==> src/rtl/data_bus_master_arbiter_if.sv <==
// Bus bundle for the two-master data bus arbiter.
//
// Carries both master-side request/response channels (m0 = core LSU, m1 = debug/DMA)
// and the single downstream request stream toward the address decoder and slaves.
//
// Modports:
//   arbiter : the arbiter itself (consumes master requests, drives the slave side)
//   master  : the two requesting masters (drive mN_req/payload, observe gnt/rvalid)
//   slave   : the decoder/slave side (observes s_req/payload, drives s_gnt/s_rvalid)
interface data_bus_master_arbiter_if;
  logic        m0_req;
  logic        m0_we;
  logic [3:0]  m0_be;
  logic [31:0] m0_addr;
  logic [31:0] m0_wdata;
  logic        m0_gnt;
  logic        m0_rvalid;
  logic [31:0] m0_rdata;
  logic        m0_err;

  logic        m1_req;
  logic        m1_we;
  logic [3:0]  m1_be;
  logic [31:0] m1_addr;
  logic [31:0] m1_wdata;
  logic        m1_gnt;
  logic        m1_rvalid;
  logic [31:0] m1_rdata;
  logic        m1_err;

  logic        s_req;
  logic        s_we;
  logic [3:0]  s_be;
  logic [31:0] s_addr;
  logic [31:0] s_wdata;
  logic        s_gnt;
  logic        s_rvalid;
  logic [31:0] s_rdata;

  modport arbiter (
    input  m0_req, m0_we, m0_be, m0_addr, m0_wdata,
    input  m1_req, m1_we, m1_be, m1_addr, m1_wdata,
    input  s_gnt, s_rvalid, s_rdata,
    output m0_gnt, m0_rvalid, m0_rdata, m0_err,
    output m1_gnt, m1_rvalid, m1_rdata, m1_err,
    output s_req, s_we, s_be, s_addr, s_wdata
  );

  modport master (
    output m0_req, m0_we, m0_be, m0_addr, m0_wdata,
    output m1_req, m1_we, m1_be, m1_addr, m1_wdata,
    input  m0_gnt, m0_rvalid, m0_rdata, m0_err,
    input  m1_gnt, m1_rvalid, m1_rdata, m1_err
  );

  modport slave (
    input  s_req, s_we, s_be, s_addr, s_wdata,
    output s_gnt, s_rvalid, s_rdata
  );
endinterface

==> src/rtl/data_bus_master_arbiter.sv <==
// Two-master data bus arbiter.
//
// Shares the SoC data bus between the core load/store unit (master 0) and the
// debug/DMA port (master 1). At most one transaction is outstanding; each response is
// routed back to the master that was granted. A response watchdog returns an error
// response RESP_TIMEOUT cycles after the grant if the slave never answers.
//
// Ports:
//   clk   : system clock
//   rst_n : asynchronous active-low reset
//   bus   : data_bus_master_arbiter_if.arbiter (m0_*, m1_* master channels, s_* bus side)
//
// Parameters:
//   RESP_TIMEOUT : cycles from grant to watchdog error response, 1..255
//
// Configuration macro:
//   DATA_BUS_ARB_ROUND_ROBIN_EN : when defined, contention is resolved round-robin
//                                 (the master that did not own the last grant wins);
//                                 otherwise master 0 has fixed priority.
module data_bus_master_arbiter #(
  parameter int unsigned RESP_TIMEOUT = 255
) (
  input logic                          clk,
  input logic                          rst_n,
  data_bus_master_arbiter_if.arbiter   bus
);

  typedef enum logic [0:0] {StIdle, StBusy} state_e;

  localparam logic [7:0] TimerLast = 8'(RESP_TIMEOUT - 1);

  state_e     state_q, state_d;
  logic       owner_q, owner_d;
  logic       last_owner_q, last_owner_d;
  logic [7:0] timer_q, timer_d;

  logic any_req;
  logic winner;

  // Arbitration decision, only meaningful while idle.
  always_comb begin
    any_req = bus.m0_req | bus.m1_req;
    winner  = 1'b0;
`ifdef DATA_BUS_ARB_ROUND_ROBIN_EN
    if (bus.m0_req && bus.m1_req) begin
      winner = ~last_owner_q;
    end else begin
      winner = bus.m1_req;
    end
`else
    winner = ~bus.m0_req & bus.m1_req;
`endif
  end

  always_comb begin
    state_d      = state_q;
    owner_d      = owner_q;
    last_owner_d = last_owner_q;
    timer_d      = timer_q;

    bus.s_req     = 1'b0;
    bus.s_we      = 1'b0;
    bus.s_be      = 4'h0;
    bus.s_addr    = 32'h0;
    bus.s_wdata   = 32'h0;
    bus.m0_gnt    = 1'b0;
    bus.m1_gnt    = 1'b0;
    bus.m0_rvalid = 1'b0;
    bus.m0_rdata  = 32'h0;
    bus.m0_err    = 1'b0;
    bus.m1_rvalid = 1'b0;
    bus.m1_rdata  = 32'h0;
    bus.m1_err    = 1'b0;

    // Outputs are held at zero for the whole time reset is asserted.
    if (rst_n) begin
      unique case (state_q)
        StIdle: begin
          // A late s_rvalid here belongs to a timed-out transaction and is dropped.
          if (any_req) begin
            bus.s_req   = 1'b1;
            bus.s_we    = winner ? bus.m1_we    : bus.m0_we;
            bus.s_be    = winner ? bus.m1_be    : bus.m0_be;
            bus.s_addr  = winner ? bus.m1_addr  : bus.m0_addr;
            bus.s_wdata = winner ? bus.m1_wdata : bus.m0_wdata;
            if (bus.s_gnt) begin
              bus.m0_gnt   = ~winner;
              bus.m1_gnt   = winner;
              owner_d      = winner;
              last_owner_d = winner;
              timer_d      = 8'h0;
              state_d      = StBusy;
            end
          end
        end

        StBusy: begin
          timer_d = timer_q + 8'd1;
          // A real response beats the watchdog when both land in the same cycle.
          if (bus.s_rvalid) begin
            bus.m0_rvalid = ~owner_q;
            bus.m1_rvalid = owner_q;
            bus.m0_rdata  = owner_q ? 32'h0 : bus.s_rdata;
            bus.m1_rdata  = owner_q ? bus.s_rdata : 32'h0;
            state_d       = StIdle;
          end else if (timer_q == TimerLast) begin
            bus.m0_rvalid = ~owner_q;
            bus.m1_rvalid = owner_q;
            bus.m0_err    = ~owner_q;
            bus.m1_err    = owner_q;
            state_d       = StIdle;
          end
        end
      endcase
    end
  end

  always_ff @(posedge clk or negedge rst_n) begin
    if (!rst_n) begin
      state_q      <= StIdle;
      owner_q      <= 1'b0;
      last_owner_q <= 1'b1;
      timer_q      <= 8'h0;
    end else begin
      state_q      <= state_d;
      owner_q      <= owner_d;
      last_owner_q <= last_owner_d;
      timer_q      <= timer_d;
    end
  end

endmodule

==> src/flat_wrapper.sv <==
// flat-port wrapper written by rule: the top's interface ports become plain ports
module data_bus_master_arbiter_flat 
#(
  parameter int unsigned RESP_TIMEOUT = 255
)
  (clk, rst_n, bus_m0_req, bus_m0_we, bus_m0_be, bus_m0_addr, bus_m0_wdata, bus_m1_req, bus_m1_we, bus_m1_be, bus_m1_addr, bus_m1_wdata, bus_s_gnt, bus_s_rvalid, bus_s_rdata, bus_m0_gnt, bus_m0_rvalid, bus_m0_rdata, bus_m0_err, bus_m1_gnt, bus_m1_rvalid, bus_m1_rdata, bus_m1_err, bus_s_req, bus_s_we, bus_s_be, bus_s_addr, bus_s_wdata);
  data_bus_master_arbiter_if bus_i ();
  input logic clk;
  input logic rst_n;
  input wire logic [$bits(bus_i.m0_req)-1:0] bus_m0_req;
  input wire logic [$bits(bus_i.m0_we)-1:0] bus_m0_we;
  input wire logic [$bits(bus_i.m0_be)-1:0] bus_m0_be;
  input wire logic [$bits(bus_i.m0_addr)-1:0] bus_m0_addr;
  input wire logic [$bits(bus_i.m0_wdata)-1:0] bus_m0_wdata;
  input wire logic [$bits(bus_i.m1_req)-1:0] bus_m1_req;
  input wire logic [$bits(bus_i.m1_we)-1:0] bus_m1_we;
  input wire logic [$bits(bus_i.m1_be)-1:0] bus_m1_be;
  input wire logic [$bits(bus_i.m1_addr)-1:0] bus_m1_addr;
  input wire logic [$bits(bus_i.m1_wdata)-1:0] bus_m1_wdata;
  input wire logic [$bits(bus_i.s_gnt)-1:0] bus_s_gnt;
  input wire logic [$bits(bus_i.s_rvalid)-1:0] bus_s_rvalid;
  input wire logic [$bits(bus_i.s_rdata)-1:0] bus_s_rdata;
  output wire logic [$bits(bus_i.m0_gnt)-1:0] bus_m0_gnt;
  output wire logic [$bits(bus_i.m0_rvalid)-1:0] bus_m0_rvalid;
  output wire logic [$bits(bus_i.m0_rdata)-1:0] bus_m0_rdata;
  output wire logic [$bits(bus_i.m0_err)-1:0] bus_m0_err;
  output wire logic [$bits(bus_i.m1_gnt)-1:0] bus_m1_gnt;
  output wire logic [$bits(bus_i.m1_rvalid)-1:0] bus_m1_rvalid;
  output wire logic [$bits(bus_i.m1_rdata)-1:0] bus_m1_rdata;
  output wire logic [$bits(bus_i.m1_err)-1:0] bus_m1_err;
  output wire logic [$bits(bus_i.s_req)-1:0] bus_s_req;
  output wire logic [$bits(bus_i.s_we)-1:0] bus_s_we;
  output wire logic [$bits(bus_i.s_be)-1:0] bus_s_be;
  output wire logic [$bits(bus_i.s_addr)-1:0] bus_s_addr;
  output wire logic [$bits(bus_i.s_wdata)-1:0] bus_s_wdata;
  assign bus_i.m0_req = bus_m0_req;
  assign bus_i.m0_we = bus_m0_we;
  assign bus_i.m0_be = bus_m0_be;
  assign bus_i.m0_addr = bus_m0_addr;
  assign bus_i.m0_wdata = bus_m0_wdata;
  assign bus_i.m1_req = bus_m1_req;
  assign bus_i.m1_we = bus_m1_we;
  assign bus_i.m1_be = bus_m1_be;
  assign bus_i.m1_addr = bus_m1_addr;
  assign bus_i.m1_wdata = bus_m1_wdata;
  assign bus_i.s_gnt = bus_s_gnt;
  assign bus_i.s_rvalid = bus_s_rvalid;
  assign bus_i.s_rdata = bus_s_rdata;
  assign bus_m0_gnt = bus_i.m0_gnt;
  assign bus_m0_rvalid = bus_i.m0_rvalid;
  assign bus_m0_rdata = bus_i.m0_rdata;
  assign bus_m0_err = bus_i.m0_err;
  assign bus_m1_gnt = bus_i.m1_gnt;
  assign bus_m1_rvalid = bus_i.m1_rvalid;
  assign bus_m1_rdata = bus_i.m1_rdata;
  assign bus_m1_err = bus_i.m1_err;
  assign bus_s_req = bus_i.s_req;
  assign bus_s_we = bus_i.s_we;
  assign bus_s_be = bus_i.s_be;
  assign bus_s_addr = bus_i.s_addr;
  assign bus_s_wdata = bus_i.s_wdata;
  data_bus_master_arbiter #(.RESP_TIMEOUT(RESP_TIMEOUT)) u_core (.clk(clk), .rst_n(rst_n), .bus(bus_i));
endmodule
==> config.mk <==
export PLATFORM = sky130hd
export DESIGN_NAME = data_bus_master_arbiter_flat
export DESIGN_NICKNAME = d
export VERILOG_FILES = /design/src/rtl/data_bus_master_arbiter_if.sv /design/src/rtl/data_bus_master_arbiter.sv /design/src/flat_wrapper.sv
export SDC_FILE = /design/constraint.sdc
export NUM_CORES = 1
export LEC_CHECK = 0
export CAP_MARGIN = 20
export CORE_AREA = 3 3 121 123
export DETAILED_ROUTE_END_ITERATION = 10
export DIE_AREA = 0 0 124 126
export SLEW_MARGIN = 0
export SYNTH_ARGS = -nofsm -noshare
export SYNTH_HDL_FRONTEND = slang
export SYNTH_SLANG_ARGS = --single-unit
==> constraint.sdc <==
create_clock -name clk -period 1.8 [get_ports clk]
set_clock_uncertainty 0.05 [all_clocks]
set_input_delay 0.54 -clock clk [delete_from_list [all_inputs] [get_ports clk]]
set_output_delay 0.54 -clock clk [all_outputs]
set_load 0.02 [all_outputs]
# [Word-level counts from Yosys, hierarchy flattened]
# Cells that the tools add are included.
# W data, S select, Z words.
[word_totals] regBits=10 word_cells=72 output_inout_bits=140
[classes] n_mux=57 eq_ne=3 n_reduce_logical=2 bitwise_logic=6 n_addsub=1
[op_table] op="$mux W32" n=16
[op_table] op="$mux W1" n=33
[op_table] op="$mux W4" n=4
[op_table] op="$mux W8" n=2
[op_table] op="$pmux W8 S2" n=1
[op_table] op="$add A8 B1 Y8 const B" n=1
[op_table] op="$eq A8 B8 Y1 const B" n=1
[op_table] op="$not A1 Y1" n=4
[op_table] op="$reduce_and A4 Y1" n=1
[op_table] op="$reduce_and A3 Y1" n=1
[op_table] op="$ne A2 B1 Y1 const B" n=1
[op_table] op="$ne A2 B2 Y1 const B" n=1
[op_table] op="$pmux W1 S2" n=1
[op_table] op="$and A1 B1 Y1" n=1
[op_table] op="$or A1 B1 Y1" n=1

# [Depth between registers and ports, before layout]
# Gate-level depths: netlist of the first run.
[depth] depth_word=7 ltp_mapped=6

# [Least setup slack after synthesis of the first run]
# OpenSTA, ideal clock, no wires.
[synth_timing] path_kind="reg-to-output" startpoint="register u_core.timer_q[0]" endpoint="output bus_m0_err" n_path_buf=0 setup_slack_ps=-389 arrival_ps=1599 stages_incl_launch_ff=6 path_cell_list="dfrtp_1 -> inv_1 -> ha_1 -> nand4_1 -> or2_2 -> nor4_1"
[synth_via] elab_chain_len=5
[synth_rtl] item="from (decl)" line="data_bus_master_arbiter.sv:35" text="logic [7:0] timer_q, timer_d;"
[synth_rtl] item="from (signal assigned)" line="data_bus_master_arbiter.sv:128" text="timer_q <= timer_d;"
[synth_rtl] item="$eq A8 B8 Y1" line="data_bus_master_arbiter.sv:106" text="end else if (timer_q == TimerLast) begin"
[synth_rtl] item="$mux W1" line="data_bus_master_arbiter.sv:106"
[synth_rtl] item="$mux W1" line="data_bus_master_arbiter.sv:100" text="if (bus.s_rvalid) begin"
[synth_rtl] item="$mux W1" line="data_bus_master_arbiter.sv:77" text="unique case (state_q)"
[synth_rtl] item="$mux W1" line="data_bus_master_arbiter.sv:76" text="if (rst_n) begin"
[synth_rtl] item="to (decl)" line="flat_wrapper.sv:26" text="output wire logic [$bits(bus_i.m0_err)-1:0] bus_m0_err;"
# Every way passes these cells.

# [Final worst setup path of the first run]
[layout_timing] startpoint="register u_core.state_q" endpoint="output bus_s_be[1]"
[layout_via] elab_chain_len=2
[layout_rtl] item="from (decl)" line="data_bus_master_arbiter.sv:32" text="state_e state_q, state_d;"
[layout_rtl] item="from (signal assigned)" line="data_bus_master_arbiter.sv:120" text="state_q <= StIdle;"
[layout_rtl] item="from (signal assigned)" line="data_bus_master_arbiter.sv:125" text="state_q <= state_d;"
[layout_rtl] item="$mux W4" line="data_bus_master_arbiter.sv:77"
[layout_rtl] item="$mux W4" line="data_bus_master_arbiter.sv:76"
[layout_rtl] item="to (decl)" line="flat_wrapper.sv:33" text="output wire logic [$bits(bus_i.s_be)-1:0] bus_s_be;"
# Every way passes these cells.

==> results by group, run 1 <==
Cells and area
  • Design Area, Final: about 8000 um2
  • Nets: between 800 and 900
  • Layout cells sized above 1: 0.655
  • Final core utilization: 0.586
  • Fin cells: between 800 and 900
  • Syn-to-layout area delta: 321%

Setup path
  • Crit path largest cell delay: ~450 ps
  • Crit path required time: around 1200 ps
  • Crit Path Class: reg2out
  • Crit-path max FO: 8
  • R2R depth: 9
  • Crit Reg-Reg Endpoint: u_core.state_q$_DFFE_PN0P_
  • Reg2Reg Setup Slack: ~50 ps
  • Startpoint Class: flip-flop
  • Crit-path leading delay family: buffers and inverters
  • CP cell instances: or2b_4, buf_12, buf_16, buf_6, nor2_4, buf_6
  • Critical path's slowest cell: dfrtp_2
  • Worst r2r src: u_core.timer_q[0]$_DFFE_PN0P_
  • Critical Path Most Common Cell: buf_6
  • Worst Setup End Kind: output port
  • CP arrival: about 1700 ps
  • Crit path buffers/inverters: 4

Clock network
  • CTS Hold Bufs: 0
  • Clock sinks: 10
  • CTS tree: built
  • Clk slew on worst S/H paths: 40 ps
  • TritonCTS buffer count: 3
  • H-tree depth: 1
  • CTS Root Cell: clkbuf_16
  • CTS max path bufs: 2
  • Clock Latency Late Sink: 240 ps

Logic synthesis
  • Seq cells post-synth: 10
  • Synthesized cell area: 1920 um2
  • Post-synth ARST share: 1.00
  • Number of enable flip-flop cells after synthesis: 0
  • Yosys warns: 0
  • Yosys cell types: 35
  • Post-synthesis sequential area ratio: 0.130
  • Primary FF master, synth: dfrtp_1
  • Syn Area/Cell: 6.40 um2
  • Syn_nets: 478
  • Synth Instances: 300

Floorplan
  • Die area: 15600 um2
  • Die Wd: approximately 120 um
  • Initial Util: 0.139
  • Site Rows: 43
  • Num ports: roughly 320
  • Core area: ~14000 um2
  • Die Height: between 100 and 150 um

Place
  • RD Place Congestion: approximately 0.84
  • Hpwl dp: around 12 mm
  • Area post-placement: a little under 6000 um2
  • DP Cell Count: between 800 and 900
  • I/O Buffers: 315
  • Dpl ws: -1280 ps

Routing
  • Starting DRT DRC Count: ~110
  • Via count: 4030
  • DR vias/cell: 4.56
  • Routed Antenna Nets: 0
  • DR top layer: met4
  • WL final: approximately 18 mm
  • Metal-1 WL: 6.19 mm
  • DRT Pass-1 Iters: 4
  • WL/cell: about 20 um
  • DR DRC count: 0
  • Metal2 WL: a little under 10 mm
  • Met3 WL: ~1.5 mm

Timing
  • Fin crit share: 1.26
  • Fin crit period: ~2300 ps
  • Setup-failing EPs final: 140
  • Worst Slack Setup Final: -463 ps
  • Slew @ Worst Pin: 417 ps
  • Maximum clock rate: about 440 MHz
  • Rel. slew slack: 0.722
  • Hold Fails Final Rpt: 0
  • Slew Limit Fails: 0
  • Unrepaired setup endpoints after global routing: true

Power
  • Overall power: between 3 and 4 mW
  • VDD IR max: between 0.0002 and 0.0003 V
  • Static Leak: roughly 3.3 nW
  • Power Dens Cells: roughly 480 nW/um2

Global route
  • Largest net degree at the start of global routing: 32
  • All-Layer GR Usage: 0.210
  • Grt ovf: 0
  • Global-route wire length before repair: 25.1 mm
  • Vias in the first global route: between 4000 and 5000
  • Antenna violations before repair: 1

Status
  • Violated checks: negative setup slack
  • Status: finished with violations

Min path
  • Worst hold path type: in2async

Flow run
  • Max-cap viol count: 0
## worst max-delay path by stage
stage,slack [ps],endpoint,cells past startpoint,start
after global placement,-1310,bus_s_addr[15],6,rst_n
final,-460,bus_s_be[1],6,u_core.state_q$_DFFE_PN0P_
after CTS,-580,bus_m0_rdata[3],12,rst_n
after global routing,-530,bus_m1_err,8,u_core.timer_q[0]$_DFFE_PN0P_
after floorplan,-230,bus_s_addr[12],5,bus_m1_req
after detailed placement,-1280,bus_s_addr[15],6,rst_n
## metrics by stage
step	hold WS [ps]	TNS, ps
final	320	-51470
after floorplan	194	-14680
after CTS	403	-62820
after global placement	515	-168060
after detailed placement	544	-168730
after global routing	337	-57410
## synth_stat cells (2+ instances only)
cell type	count	share of area
nor2_1	80	0.16
a22oi_1	68	0.27
and2_1	64	0.21
clkbuf_1	26	0.051
dfrtp_1	10	0.13
nand2_1	5	0.0098
a21oi_1	3	0.0078
and3_1	3	0.0098
nand3_1	3	0.0078
nor2b_1	3	0.0098
xnor2_1	3	0.014
a211oi_1	2	0.0078
buf_2	2	0.0052
buf_4	2	0.0078
ha_1	2	0.013
nand4_1	2	0.0065
nor3_1	2	0.0052
o21ai_0	2	0.0052
xor2_1	2	0.0091
## cells by family after synthesis
kind of cell | Yosys count | synth area share
AOI/OAI and AO/OA | 81 | 0.316
xor gates and xnor gates | 5 | 0.0228
adders and majority gates | 2 | 0.0130
buffers and inverters | 31 | 0.0658
DFF | 10 | 0.130
muxes | 1 | 0.00587
and+or+nand+nor | 170 | 0.446
## what timing repair did
item / in CTS / in global routing
gates cloned: 20 / 4
resized for setup: 1003 / 70
pin swaps: 74 / 34
setup endpoints to repair: 147 / 144
buffers inserted: 51 / 14
## worst min-delay path: stages
cell and delay [ps]:
buf_8 80, buf_6 80, buf_6 80, buf_4 160
## layout make-up
class / count / area [um2]
fillers: 1171 / 5700
repair buffers: 428 / 4940
multi-input cells: 259 / 2570
flip-flops and latches: 10 / 251
well taps: 180 / 225
clock buffers: 4 / 88.8
inverters: 1 / 3.75
diodes: 1 / 2.50
## sequential cells by signal, summed over array words and instances, names as in the netlist
signal	count
u_core.owner_q	1
u_core.timer_q	8
u_core.state_q	1
## metal layers
metal  global-route usage  up-vias
li1                     -     1865
met1                0.216     1890
met2                0.411      237
met3               0.0449       38
met4               0.0670        0
met5                    0        -
## where the power goes
part	internal [mW]	switching, mW
clock network	0.335	0.112
logic	1.74	1.34
registers	0.286	0.0544
## cell usage in the layout (no fill, tap or decap), drive strengths merged, types with 2 or more instances in the layout
| master | Yosys | final |
|---|---|---|
| and2 | 65 | 65 |
| dfrtp | 10 | 10 |
| xor2 | 2 | 2 |
| and3 | 3 | 3 |
| nand3 | 3 | 3 |
| clkdlybuf4s50 | 0 | 169 |
| buf | 4 | 253 |
| nand4 | 2 | 2 |
| a21oi | 3 | 3 |
| nor3 | 2 | 2 |
| a22oi | 68 | 68 |
| clkbuf | 26 | 7 |
| a211oi | 2 | 2 |
| nor2 | 81 | 81 |
| o21ai | 2 | 2 |
| nor2b | 3 | 3 |
| xnor2 | 3 | 3 |
| ha | 2 | 2 |
| nand2 | 6 | 6 |
No activity file was read; power rests on OpenSTA's default activity.
==> inputs of run 2 (changes only) <==
==> constraint.sdc (replaced) <==
create_clock -name clk -period 1.9 [get_ports clk]
set_clock_uncertainty 0.05 [all_clocks]
set_input_delay 0.57 -clock clk [delete_from_list [all_inputs] [get_ports clk]]
set_output_delay 0.57 -clock clk [all_outputs]
set_load 0.02 [all_outputs]
==> run 2 against run 1 <==
Compared with the run above: the run still ends with negative setup slack left; final area increased by 0.33%; clock power decreased by 19%; largest cell class unchanged; sequential cell count unchanged; first-iteration DRC count decreased by 42%; critical endpoint is now bus_s_addr[13]; non-clock buffer count decreased by 7; core utilization increased by 0.19 points.
==> results by group, run 2 (synthesis gave the netlist of run 1 again) <==
Setup path
  • Crit-path max FO: 5 (-3)
  • Crit-path leading delay family: buffers and inverters
  • Crit path depth: 9 (+3)
  • Crit Path Class: in2out
  • CP cell instances: buf_6, nor2b_4, buf_12, buf_12, buf_12, buf_16, a22oi_2, nor2_4, buf_6
  • Startpoint Class: input port
  • R2R depth: 6 (-3)
  • Critical Path Most Common Cell: buf_12
  • Crit path required time: 1280 ps (+70 ps)
  • Worst Setup End Kind: output port
  • Crit path buffers/inverters: 6 (+2)
  • Critical path's slowest cell: a22oi_2
  • CP arrival: 1680 ps (about the same)
  • Crit path largest cell delay: 200 ps (-250 ps)

Global route
  • Grt ovf: 0 (unchanged)
  • Vias in the first global route: 4309 (-1.0%)
  • All-Layer GR Usage: 0.201 (-0.00873)
  • Largest net degree at the start of global routing: 26 (-19%)
  • Antenna violations before repair: 1 (unchanged)
  • Global-route wire length before repair: 24.5 mm (-2.4%)

Power
  • Static Leak: 3.27 nW (-1.0%)
  • Overall power: 3.60 mW (-6.9%)
  • Power Dens Cells: 444 nW/um2 (-7.2%)
  • VDD IR max: 0.000250 V (-6.4%)

Flow run
  • Max-cap viol count: 0 (unchanged)

Routing
  • DR vias/cell: 4.56 (-0.19%)
  • Via count: 4004 (-0.65%)
  • DRT Pass-1 Iters: 4 (unchanged)
  • Routed Antenna Nets: 0 (unchanged)
  • DR DRC count: 0 (unchanged)
  • WL final: 17.0 mm (-5.9%)
  • Starting DRT DRC Count: 63 (-42%)
  • WL/cell: 19.3 um (-5.5%)

Clock network
  • H-tree depth: 1 (unchanged)
  • Clk slew on worst S/H paths: 40 ps (about the same)
  • Clock sinks: 10 (unchanged)
  • CTS max path bufs: 2 (unchanged)
  • Clock Latency Late Sink: 230 ps (about the same)
  • CTS Root Cell: clkbuf_16
  • CTS tree: built
  • TritonCTS buffer count: 3 (unchanged)

Timing
  • Setup-failing EPs final: 140 (unchanged)
  • Fin crit share: 1.21
  • Worst Slack Setup Final: -398 ps (+64.4 ps)
  • Hold Fails Final Rpt: 0 (unchanged)
  • Slew @ Worst Pin: 359 ps (-58.7 ps)
  • Fin crit period: 2300 ps
  • Slew Limit Fails: 0 (unchanged)
  • Maximum clock rate: 435 MHz
  • Rel. slew slack: 0.761 (+0.0392)
  • Unrepaired setup endpoints after global routing: true

Cells and area
  • Most frequent cells in the layout: 172 x buf_6, 170 x clkdlybuf4s50_1, 66 x nor2_4, 65 x and2_4, 60 x a22oi_2
  • Biggest regs: u_core.timer_q (8), u_core.owner_q (1), u_core.state_q (1)
  • Biggest register: u_core.timer_q
  • Design Area, Final: 8100 um2 (+0.33%)
  • Fillers: 1125 (-3.9%)
  • Syn-to-layout area delta: 322%
  • Final core utilization: 0.588 (+0.00191)
  • Max reg flops: 8 (unchanged)
  • Fin cells: 879 (-0.45%)
  • Layout cells sized above 1: 0.676 (+0.0209)
  • Nets: 878 (-0.34%)
  • Commonest non-fill, non-tap cell in the layout: buf_6

Floorplan
  • Core area: 13800 um2 (unchanged)
  • Die area: 15600 um2 (unchanged)
  • Die Height: 126 um (unchanged)
  • Site Rows: 43 (unchanged)
  • Initial Util: 0.139 (unchanged)
  • Die Wd: 124 um (unchanged)
  • Num ports: 316 (unchanged)

Place
  • I/O Buffers: 315 (unchanged)
  • Area post-placement: 5800 um2 (-2.1%)
  • Hpwl dp: 11.2 mm (-3.7%)
  • DP Cell Count: 807 (+0.12%)
  • RD Place Congestion: 0.861 (+2.4%)

Status
  • Status: finished with violations
  • Violated checks: negative setup slack

Min path
  • Worst hold path type: in2async
==> run 2: worst min-delay path, stage by stage <==
cell   delay [ps]
buf_8          80
buf_6          90
buf_4         150
==> run 2: timing repair <==
action,4_1_cts,5_1_grt
hold buffers,0,0
setup endpoints to repair,146,140
setup buffers,40,9
gates cloned,24,1
pin swaps,90,48
gates resized for setup,1052,70
==> run 2: layer usage <==
layer  global-route usage  routed length (um)
met1                0.210                5640
met4               0.0696                 486
met5                    0                   0
met2                0.389                9400
met3               0.0413                1470
==> run 2: cell type report <==
class / instances / area [um2] / share of cell area
timing repair buffer: 421 / 4890 / 0.604
inverter: 1 / 3.75 / 0.000463
antenna: 1 / 2.50 / 0.000309
sequential: 10 / 251 / 0.0310
clock buffer: 3 / 75.1 / 0.00926
tap: 180 / 225 / 0.0278
multi-input combinational: 263 / 2660 / 0.328
==> run 2: final timing paths <==
check,end,slack (ps),startpoint
setup / recovery,bus_s_addr[13],-400,bus_m1_req
hold / removal,u_core.timer_q[6]$_DFFE_PN0P_,280,rst_n
setup reg to reg,u_core.timer_q[6]$_DFFE_PN0P_,260,u_core.state_q$_DFFE_PN0P_
hold reg to reg,u_core.timer_q[4]$_DFFE_PN0P_,580,u_core.timer_q[4]$_DFFE_PN0P_
max in group asynchronous,u_core.owner_q$_DFFE_PN0P_,1320,rst_n
min in group clk,u_core.timer_q[4]$_DFFE_PN0P_,580,u_core.timer_q[4]$_DFFE_PN0P_
==> run 2: power by group <==
part / switching [mW] / leakage, nW / internal (mW)
registers: 0.0585 / 0.129 / 0.272
logic: 1.26 / 3.10 / 1.65
clock network: 0.0904 / 0.0370 / 0.272
==> run 2: stage by stage <==
| stage | worst slack (ps) | hold WS (ps) | TNS [ps] |
|---|---|---|---|
| floorplan | -189 | 224 | -11230 |
| finish | -398 | 279 | -41240 |
| CTS | -446 | 278 | -39570 |
| detailed placement | -1200 | 558 | -159860 |
| global route | -474 | 285 | -48040 |
| global placement | -1180 | 521 | -156430 |
==> inputs of run 3 (changes only) <==
--- a/config.mk
+++ b/config.mk
@@ -6,7 +6,7 @@
 export NUM_CORES = 1
 export LEC_CHECK = 0
 export CAP_MARGIN = 20
-export CORE_AREA = 3 3 121 123
+export CORE_AREA = 2 2 122 124
 export DETAILED_ROUTE_END_ITERATION = 10
 export DIE_AREA = 0 0 124 126
 export SLEW_MARGIN = 0
==> constraint.sdc (replaced) <==
create_clock -name clk -period 2.3 [get_ports clk]
set_clock_uncertainty 0.05 [all_clocks]
set_input_delay 0.69 -clock clk [delete_from_list [all_inputs] [get_ports clk]]
set_output_delay 0.69 -clock clk [all_outputs]
set_load 0.02 [all_outputs]
==> run 3 against run 2 <==
Compared with the run above: the flow still finishes with violations (negative setup slack); total power down 35%; die area unchanged; register-to-register slack improved by 450 ps; final area is 17% lower; sequential power is 16% lower; first-iteration DRC count down 4.8%; clock-buffer cell count unchanged; critical path depth did not move; worst hold slack improved by 26 ps; critical path type unchanged; critical endpoint is now bus_s_addr[6]; largest power group unchanged.
==> results by group, run 3 (synthesis gave the netlist of run 1 again) <==
Status
  • Status: finished with violations
  • Violated checks: negative setup slack

Timing
  • Slew @ Worst Pin: 363 ps (+4.52 ps)
  • Fin crit share: 1.10
  • Slew Limit Fails: 0 (unchanged)
  • Maximum clock rate: 394 MHz
  • Setup-failing EPs final: 91 (-35%)
  • Worst Slack Setup Final: -236 ps (+163 ps)
  • Rel. slew slack: 0.757 (-0.00408)
  • Unrepaired setup endpoints after global routing: true
  • Hold Fails Final Rpt: 0 (unchanged)
  • Setup TNS: -7580 ps (+33670 ps)
  • Fin crit period: 2540 ps

Setup path
  • Critical path's slowest cell: buf_4
  • Critical Path Most Common Cell: buf_12
  • R2R depth: 5 (-1)
  • CP cell instances: buf_12, nor2b_4, buf_8, buf_12, buf_12, buf_16, a22oi_2, nor2_1, buf_4
  • Crit path largest cell delay: 170 ps (-30 ps)
  • Worst Setup End Kind: output port
  • Worst r2r src: u_core.state_q$_DFFE_PN0P_
  • Crit-path leading delay family: buffers and inverters
  • Startpoint Class: input port
  • Reg2Reg Setup Slack: 710 ps (+450 ps)
  • Crit Reg-Reg Endpoint: u_core.timer_q[6]$_DFFE_PN0P_
  • Crit Path Class: in2out
  • CP arrival: 1800 ps (+120 ps)
  • Crit path buffers/inverters: 6 (unchanged)
  • Crit path required time: 1560 ps (+280 ps)
  • Crit-path max FO: 5 (unchanged)

Power
  • Clk pwr share: 0.131 (+0.030)
  • Comb pwr share: 0.750 (-0.058)
  • Sw power: 0.928 mW (-34%)
  • Static Leak: 2.86 nW (-13%)
  • Power Dens Cells: 347 nW/um2 (-22%)
  • Sequential share of power: 0.119 (+0.027)
  • Pint: 1.40 mW (-36%)
  • VDD IR max: 0.000295 V (+18%)
  • Switch share: 0.399 (+0.00922)

Cells and area
  • Nets: 842 (-4.1%)
  • Most frequent cells in the layout: 169 x clkdlybuf4s50_1, 78 x buf_6, 68 x a22oi_2, 67 x buf_4
  • Biggest register: u_core.timer_q
  • Max reg flops: 8 (unchanged)
  • Fin cells: 847 (-3.6%)
  • Design Area, Final: 6700 um2 (-17%)
  • Syn-to-layout area delta: 249%
  • Commonest non-fill, non-tap cell in the layout: clkdlybuf4s50_1
  • Layout cells sized above 1: 0.573 (-0.104)
  • Biggest regs: u_core.timer_q (8), u_core.owner_q (1), u_core.state_q (1)
  • Fillers: 1361 (+21%)

Global route
  • Grt ovf: 0 (unchanged)
  • Largest net degree at the start of global routing: 32 (+23%)
  • Global-route wire length before repair: 22.4 mm (-8.7%)
  • All-Layer GR Usage: 0.187 (-0.0146)
  • Vias in the first global route: 3918 (-9.1%)
  • Antenna violations before repair: 1 (unchanged)

Clock network
  • Clock Latency Late Sink: 230 ps (about the same)
  • CTS Hold Bufs: 0 (unchanged)
  • Clk slew on worst S/H paths: 40 ps (about the same)
  • TritonCTS buffer count: 3 (unchanged)
  • Clock sinks: 10 (unchanged)
  • CTS max path bufs: 2 (unchanged)
  • H-tree depth: 1 (unchanged)
  • CTS tree: built
  • CTS Root Cell: clkbuf_16

Routing
  • DR vias/cell: 4.45 (-2.4%)
  • DRT Pass-1 Iters: 7 (+3)
  • Routed Antenna Nets: 0 (unchanged)
  • WL final: 16.3 mm (-4.3%)
  • Via count: 3766 (-5.9%)
  • Starting DRT DRC Count: 60 (-4.8%)
  • DR DRC count: 0 (unchanged)
  • WL/cell: 19.2 um (-0.67%)

Floorplan
  • Initial Util: 0.134 (-0.00526)
  • Num ports: 316 (unchanged)
  • Core area: 14300 um2 (+3.9%)
  • Site Rows: 44 (+2.3%)
  • Die Wd: 124 um (unchanged)
  • Die area: 15600 um2 (unchanged)
  • Die Height: 126 um (unchanged)

Place
  • Area post-placement: 5650 um2 (-2.5%)
  • I/O Buffers: 315 (unchanged)
  • Hpwl dp: 10.6 mm (-4.7%)
  • DP Cell Count: 806 (-0.12%)
  • RD Place Congestion: 0.900 (+4.5%)

Flow run
  • Max-cap viol count: 0 (unchanged)

Min path
  • Worst hold path type: in2async
[run 3: routing by layer]
layer  vias to the layer above  part of all wire  GRT usage
li1                       1796                 -          -
met3                         8             0.078     0.0335
met5                         -                 0          0
met2                       168              0.55      0.373
met1                      1794              0.36      0.207
met4                         0            0.0078     0.0192
[run 3: worst reg2reg max path, stage by stage, from the launching register on]
cell and delay, ps:
dfrtp_2 440, and2_4 210, buf_4 140, nor2_2 50, or4_1 470, a21oi_1 150
[run 3: layout make-up]
type | count | area (um2) | area share
clock buffer | 3 | 75.1 | 0.0112
timing repair buffer | 386 | 3940 | 0.589
inverter | 1 | 3.75 | 0.000561
tap | 184 | 230 | 0.0344
antenna | 1 | 2.50 | 0.000374
multi-input combinational | 262 | 2190 | 0.327
sequential | 10 | 251 | 0.0376
[run 3: per-stage QoR]
step | total power [mW] | utilization | setup WS, ps | hold WS (ps)
floorplan | 0.850 | - | -66.7 | 344
global placement | 1.69 | 0.395 | -971 | 516
detailed placement | 1.70 | 0.395 | -1010 | 534
CTS | 2.30 | 0.460 | -271 | 314
global route | 2.45 | 0.468 | -308 | 307
finish | 2.32 | 0.468 | -236 | 304
[run 3: repair_timing]
item                       CTS  global route
cloned                      14             3
gates resized for setup    826            57
setup buffers               24             5
pin swaps                   50            27
setup endpoints to repair  140           110
[run 3: power by group through the flow]
stage	Sequential (mW)	Clock [mW]	Combinational, mW
3_3_place_gp	0.257	0	1.43
6_report	0.278	0.304	1.74
5_1_grt	0.284	0.320	1.85
4_1_cts	0.274	0.311	1.71
2_1_floorplan	0.274	0	0.576
3_5_place_dp	0.262	0	1.44
[run 3: how the worst max path moves through the flow]
stage                           from                to  slack (ps)  depth (start not counted)
after global routing      bus_m0_req     bus_s_addr[6]        -310                          9
after detailed placement       rst_n  bus_m0_rdata[11]       -1010                          6
after CTS                 bus_m1_req   bus_s_wdata[27]        -270                          9
after global placement         rst_n          bus_s_we        -970                          5
after floorplan           bus_m1_req    bus_s_addr[30]         -70                          6
final                     bus_m0_req     bus_s_addr[6]        -240                          9
==> patch 1: new RTL, flow settings as in run 1 <==
Add a define of `DATA_BUS_ARB_ROUND_ROBIN_EN`.
--- a/src/rtl/data_bus_master_arbiter.sv
+++ b/src/rtl/data_bus_master_arbiter.sv
@@ -18,4 +18,6 @@
 //                                 (the master that did not own the last grant wins);
 //                                 otherwise master 0 has fixed priority.
+`define DATA_BUS_ARB_ROUND_ROBIN_EN
+
 module data_bus_master_arbiter #(
   parameter int unsigned RESP_TIMEOUT = 255
Formal check against the unedited RTL: not equivalent (Yosys sat finds a counterexample within 4 cycles, from zero or initial values and one cycle with rst_n low).
==> patch 1 against run 1 <==
The run still ends with negative setup slack left. Sequential cell count grew 1. Die area is the same. Wire length shrank 9.9%. Area after synthesis grew 5.1%. Critical path type unchanged. Count of clock-buffer cells in the layout is the same. Power shrank 11%. Setup slack gained 0.0077 ns. Critical endpoint is now bus_s_addr[25]. Cell area shrank 3.2%. Highest routed layer is now met5.
==> patch 1: results (changes against run 1) <==
whs_ns: 0.227  # -0.0923 ns
dp_cells: 883  # +9.6%
setup_slack_ns: -0.455  # +0.00774 ns
status: "finished with violations"
drive_gt1_frac: 0.625  # -0.0303
cp-endpoint: "bus_s_addr[25]"
antennaDiodeCount: 0  # -1
p_sw_mw: 1.40  # -7.2%
setup.worst_path.start: "u_core.last_owner_q$_DFFE_PN1P_"
fin_nets: 923  # +4.8%
slowest_stage: "dfstp_2"
r2r_slack_ns: 0.18  # +0.13 ns
p_leak_nw: 3.51  # +6.4%
grt_pass1_vias: 4207  # -3.4%
cts_setup_buffers: 14  # -73%
totalWireLength_um: 16300  # -9.9%
grt_pass1_wl_um: 23600  # -6.2%
via_per_inst: 4.38  # -4.1%
finalSetupViolCount: 140  # unchanged
rr_endpoint: "u_core.timer_q[5]$_DFFE_PN0P_"
synth_area_leaders: "nand2_1 28%, and2_1 20%, a21oi_1 18%"
ir_drop_mv: 0.402  # +50%
r2r-start: "u_core.state_q$_DFFE_PN0P_"
ys_seq_area_frac: 0.137  # +0.00663
failed_checks: "negative setup slack"
fin_setup_tns_ns: -53.51  # -2.04 ns
fillCellCount: 1189  # +1.5%
grt_use_total: 0.192  # -0.0181
wl_per_cell_um: 17.6  # -14%
dp_hpwl_um: 12000  # +3.4%
gp_congestion: 0.922  # +9.6%
crit_family: "flip-flops"
grt_max_degree: 18  # -44%
synth_cells: 374  # +25%
-- patch 1: cell count changes after synthesis, sizes merged, moves of 3 or more --
cell   before  now
o21ai       2    7
nand2       6  150
nor2       81    8
xnor2       3    0
a21oi       3   71
a22oi      68    0
-- patch 1: layout make-up --
type	instances	area [µm²]	area share
clock buffer	4	78.8	0.0101
tap	180	225	0.0288
inverter	2	12.5	0.00160
timing repair buffer	395	4450	0.568
multi-input combinational	332	2780	0.356
sequential	11	277	0.0354
-- patch 1: worst register-to-register path, stage by stage (launching register included) --
cell and delay, ns:
dfrtp_1 0.40, nor2b_4 0.07, buf_4 0.13, buf_4 0.12, buf_6 0.12, and2_4 0.13
or4_1 0.46, nand2_1 0.08
-- patch 1: stage by stage --
| step | area [µm²] | total power [mW] | worst slack, ns |
|---|---|---|---|
| global placement | 6280 | 2.34 | -1.27 |
| CTS | 7300 | 3.23 | -0.447 |
| global route | 7820 | 3.62 | -0.499 |
| finish | 7820 | 3.44 | -0.455 |
| detailed placement | 6280 | 2.35 | -1.32 |
| floorplan | 2650 | 1.27 | -0.325 |
-- patch 1: layer usage --
metal,up-vias,part of all wire,global-route usage
met3,23,0.10,0.0485
li1,1951,-,-
met5,-,0.00080,0
met4,2,0.021,0.0354
met2,210,0.55,0.386
met1,1858,0.33,0.195
-- patch 1: power groups by stage --
stage	clock network [mW]	logic, mW	registers, mW
finish	0.401	2.69	0.349
global route	0.428	2.84	0.354
CTS	0.409	2.48	0.347
detailed placement	0	2.01	0.345
global placement	0	2.00	0.342
floorplan	0	0.914	0.352
-- patch 1: cell families after synthesis --
group / synth area share
AND/OR/NAND/NOR: 0.550
AO/OA/AOI/OAI: 0.224
buffers and inverters: 0.0639
flip-flops: 0.137
XOR/XNOR: 0.0130
adder cells (fa/ha/maj): 0.0124
==> patch 2: new RTL, flow settings as in run 1 <==
Made on the original files. Make the reset (`rst_n`) synchronous in one clocked block. Comments in the files are not updated.
--- a/src/rtl/data_bus_master_arbiter.sv
+++ b/src/rtl/data_bus_master_arbiter.sv
@@ -116,5 +116,5 @@
   end
 
-  always_ff @(posedge clk or negedge rst_n) begin
+  always_ff @(posedge clk) begin
     if (!rst_n) begin
       state_q      <= StIdle;
Formal check against the unedited RTL: same outputs for any inputs over 10 cycles, from zero or initial values and one cycle with rst_n low; that may be too few to reach the edited logic, so the function may still have changed.
==> patch 2 against run 1 <==
The run still ends with negative setup slack left. Setup slack gained 0.082 ns. Power fell by 37%. Count of clock-buffer cells in the layout stayed put. Non-clock buffer count is 3 lower. Die area unchanged. Critical path depth grew 3. First-iteration DRC count is 39% lower. Via count unchanged. Cell area fell by 2.4%. Area after synthesis down 0.46%. Sequential cell count did not move. Synthesized cell count grew 2.3%. Wire length fell by 3.2%.
==> patch 2: results (changes against run 1) <==
status: "finished with violations"
failed_checks: "negative setup slack"
synth_cells: 307  # +2.3%
whs_ns: 0.518  # +0.198 ns
fillCellCount: 1169  # -0.17%
insertion_delay_ns: 0.24  # about the same
finalSetupViolCount: 140  # unchanged
netlist_top_cells_count: "78 x nor2_1, 68 x a22oi_1, 64 x and2_1, 17 x clkbuf_1, 11 x buf_2"
r2r-start: "u_core.state_q$_SDFF_PN0_"
clock-root-buffer: "clkbuf_16"
ys_seq_area_frac: 0.105  # -0.0256
p_leak_nw: 3.30  # -0.11%
gp_congestion: 0.907  # +7.8%
antenna_found_initial: 0  # -1
min_from: "u_core.timer_q[4]$_SDFFE_PN0P_"
hp-class: "register to register"
worstMarginPinSlew_ns: 0.224  # -0.193 ns
post-place-ws_ns: -1.19  # +0.0830 ns
placed_cell_area_um2: 5910  # -0.15%
worstPathArrival_ns: 1.59  # -0.08 ns
antennaDiodeCount: 0  # -1
dp_hpwl_um: 11700  # +0.59%
grt_use_total: 0.210  # +0.000358
synth_area_leaders: "a22oi_1 27%, and2_1 21%, nor2_1 15%"
drive_gt1_frac: 0.697  # +0.0416
setup.worst_path.start: "bus_m1_req"
synth_flop_cell: "dfxtp_1"
dp_cells: 813  # +0.87%
drtPass1Iterations: 4  # unchanged
synthArstFlopShare: 0  # -1.00
fin_setup_tns_ns: -31.44  # +20.02 ns
drt_iter0_drc: 66  # -39%
clk_pin_slew_ns: 0.04  # about the same
grt_max_degree: 14  # -56%
synth.distinct_cells: 34  # -2.9%
rr_endpoint: "u_core.timer_q[5]$_SDFFE_PN0P_"
r2r_slack_ns: 0.17  # +0.12 ns
h-tree-depth: 1  # unchanged
layout.cells.non_filler: 886  # +0.34%
setup_slack_ns: -0.381  # +0.0820 ns
path_max_fanout: 7  # -1
grt_pass1_vias: 4345  # -0.18%
cp-endpoint: "bus_s_wdata[29]"
grt_pass1_wl_um: 25400  # +1.3%
synth.net_count: 485  # +1.5%
reg2regPathDepth: 6  # -3
ir_drop_mv: 0.240  # -10%
numCtsBuffers: 3  # unchanged
totalWireLength_um: 17500  # -3.2%
[patch 2: per-layer routing]
layer / wire, µm / vias up / share of wire / global-route usage
met4: 359 / 0 / 0.021 / 0.0438
met2: 9880 / 231 / 0.56 / 0.430
met3: 1660 / 27 / 0.095 / 0.0485
met1: 5590 / 1884 / 0.32 / 0.209
met5: 0 / - / 0 / 0
li1: - / 1888 / - / -
[patch 2: power by group]
part	internal (mW)	switching, mW	total (mW)
sequential	0.228	0.00527	0.234
combinational	1.03	0.735	1.76
clock	0.334	0.106	0.441
total	1.59	0.847	2.44
[patch 2: cell type report]
cell class | instances | area [µm²] | area share
timing repair buffer | 425 | 4850 | 0.615
sequential | 10 | 211 | 0.0268
tap | 180 | 225 | 0.0286
multi-input combinational | 262 | 2480 | 0.315
clock buffer | 4 | 88.8 | 0.0113
inverter | 5 | 31.3 | 0.00397
[patch 2: kinds of logic (layout without fill, tap and decap cells)]
| group | Yosys count | in the layout | share of synthesized area |
|---|---|---|---|
| DFF | 10 | 10 | 0.105 |
| muxes | 1 | 1 | 0.00524 |
| buffers and inverters | 36 | 434 | 0.0858 |
| adders and majority gates | 2 | 2 | 0.0131 |
| xor gates and xnor gates | 3 | 3 | 0.0138 |
| and+or+nand+nor | 175 | 176 | 0.469 |
| AOI/OAI and AO/OA | 80 | 80 | 0.308 |
[patch 2: what timing repair did]
item	4_1_cts	5_1_grt
pin swaps	49	41
setup endpoints to repair	142	140
gates cloned	20	1
setup buffers	47	17
hold buffers	0	0
resized for setup	981	78
endpoints found under the hold margin	0	0
[patch 2: worst max-delay path: stages]
cell,delay [ns]
buf_6,0.09
nor2b_4,0.12
buf_6,0.12
buf_6,0.12
buf_16,0.14
buf_6,0.11
a22oi_2,0.15
nor2_2,0.06
buf_6,0.13
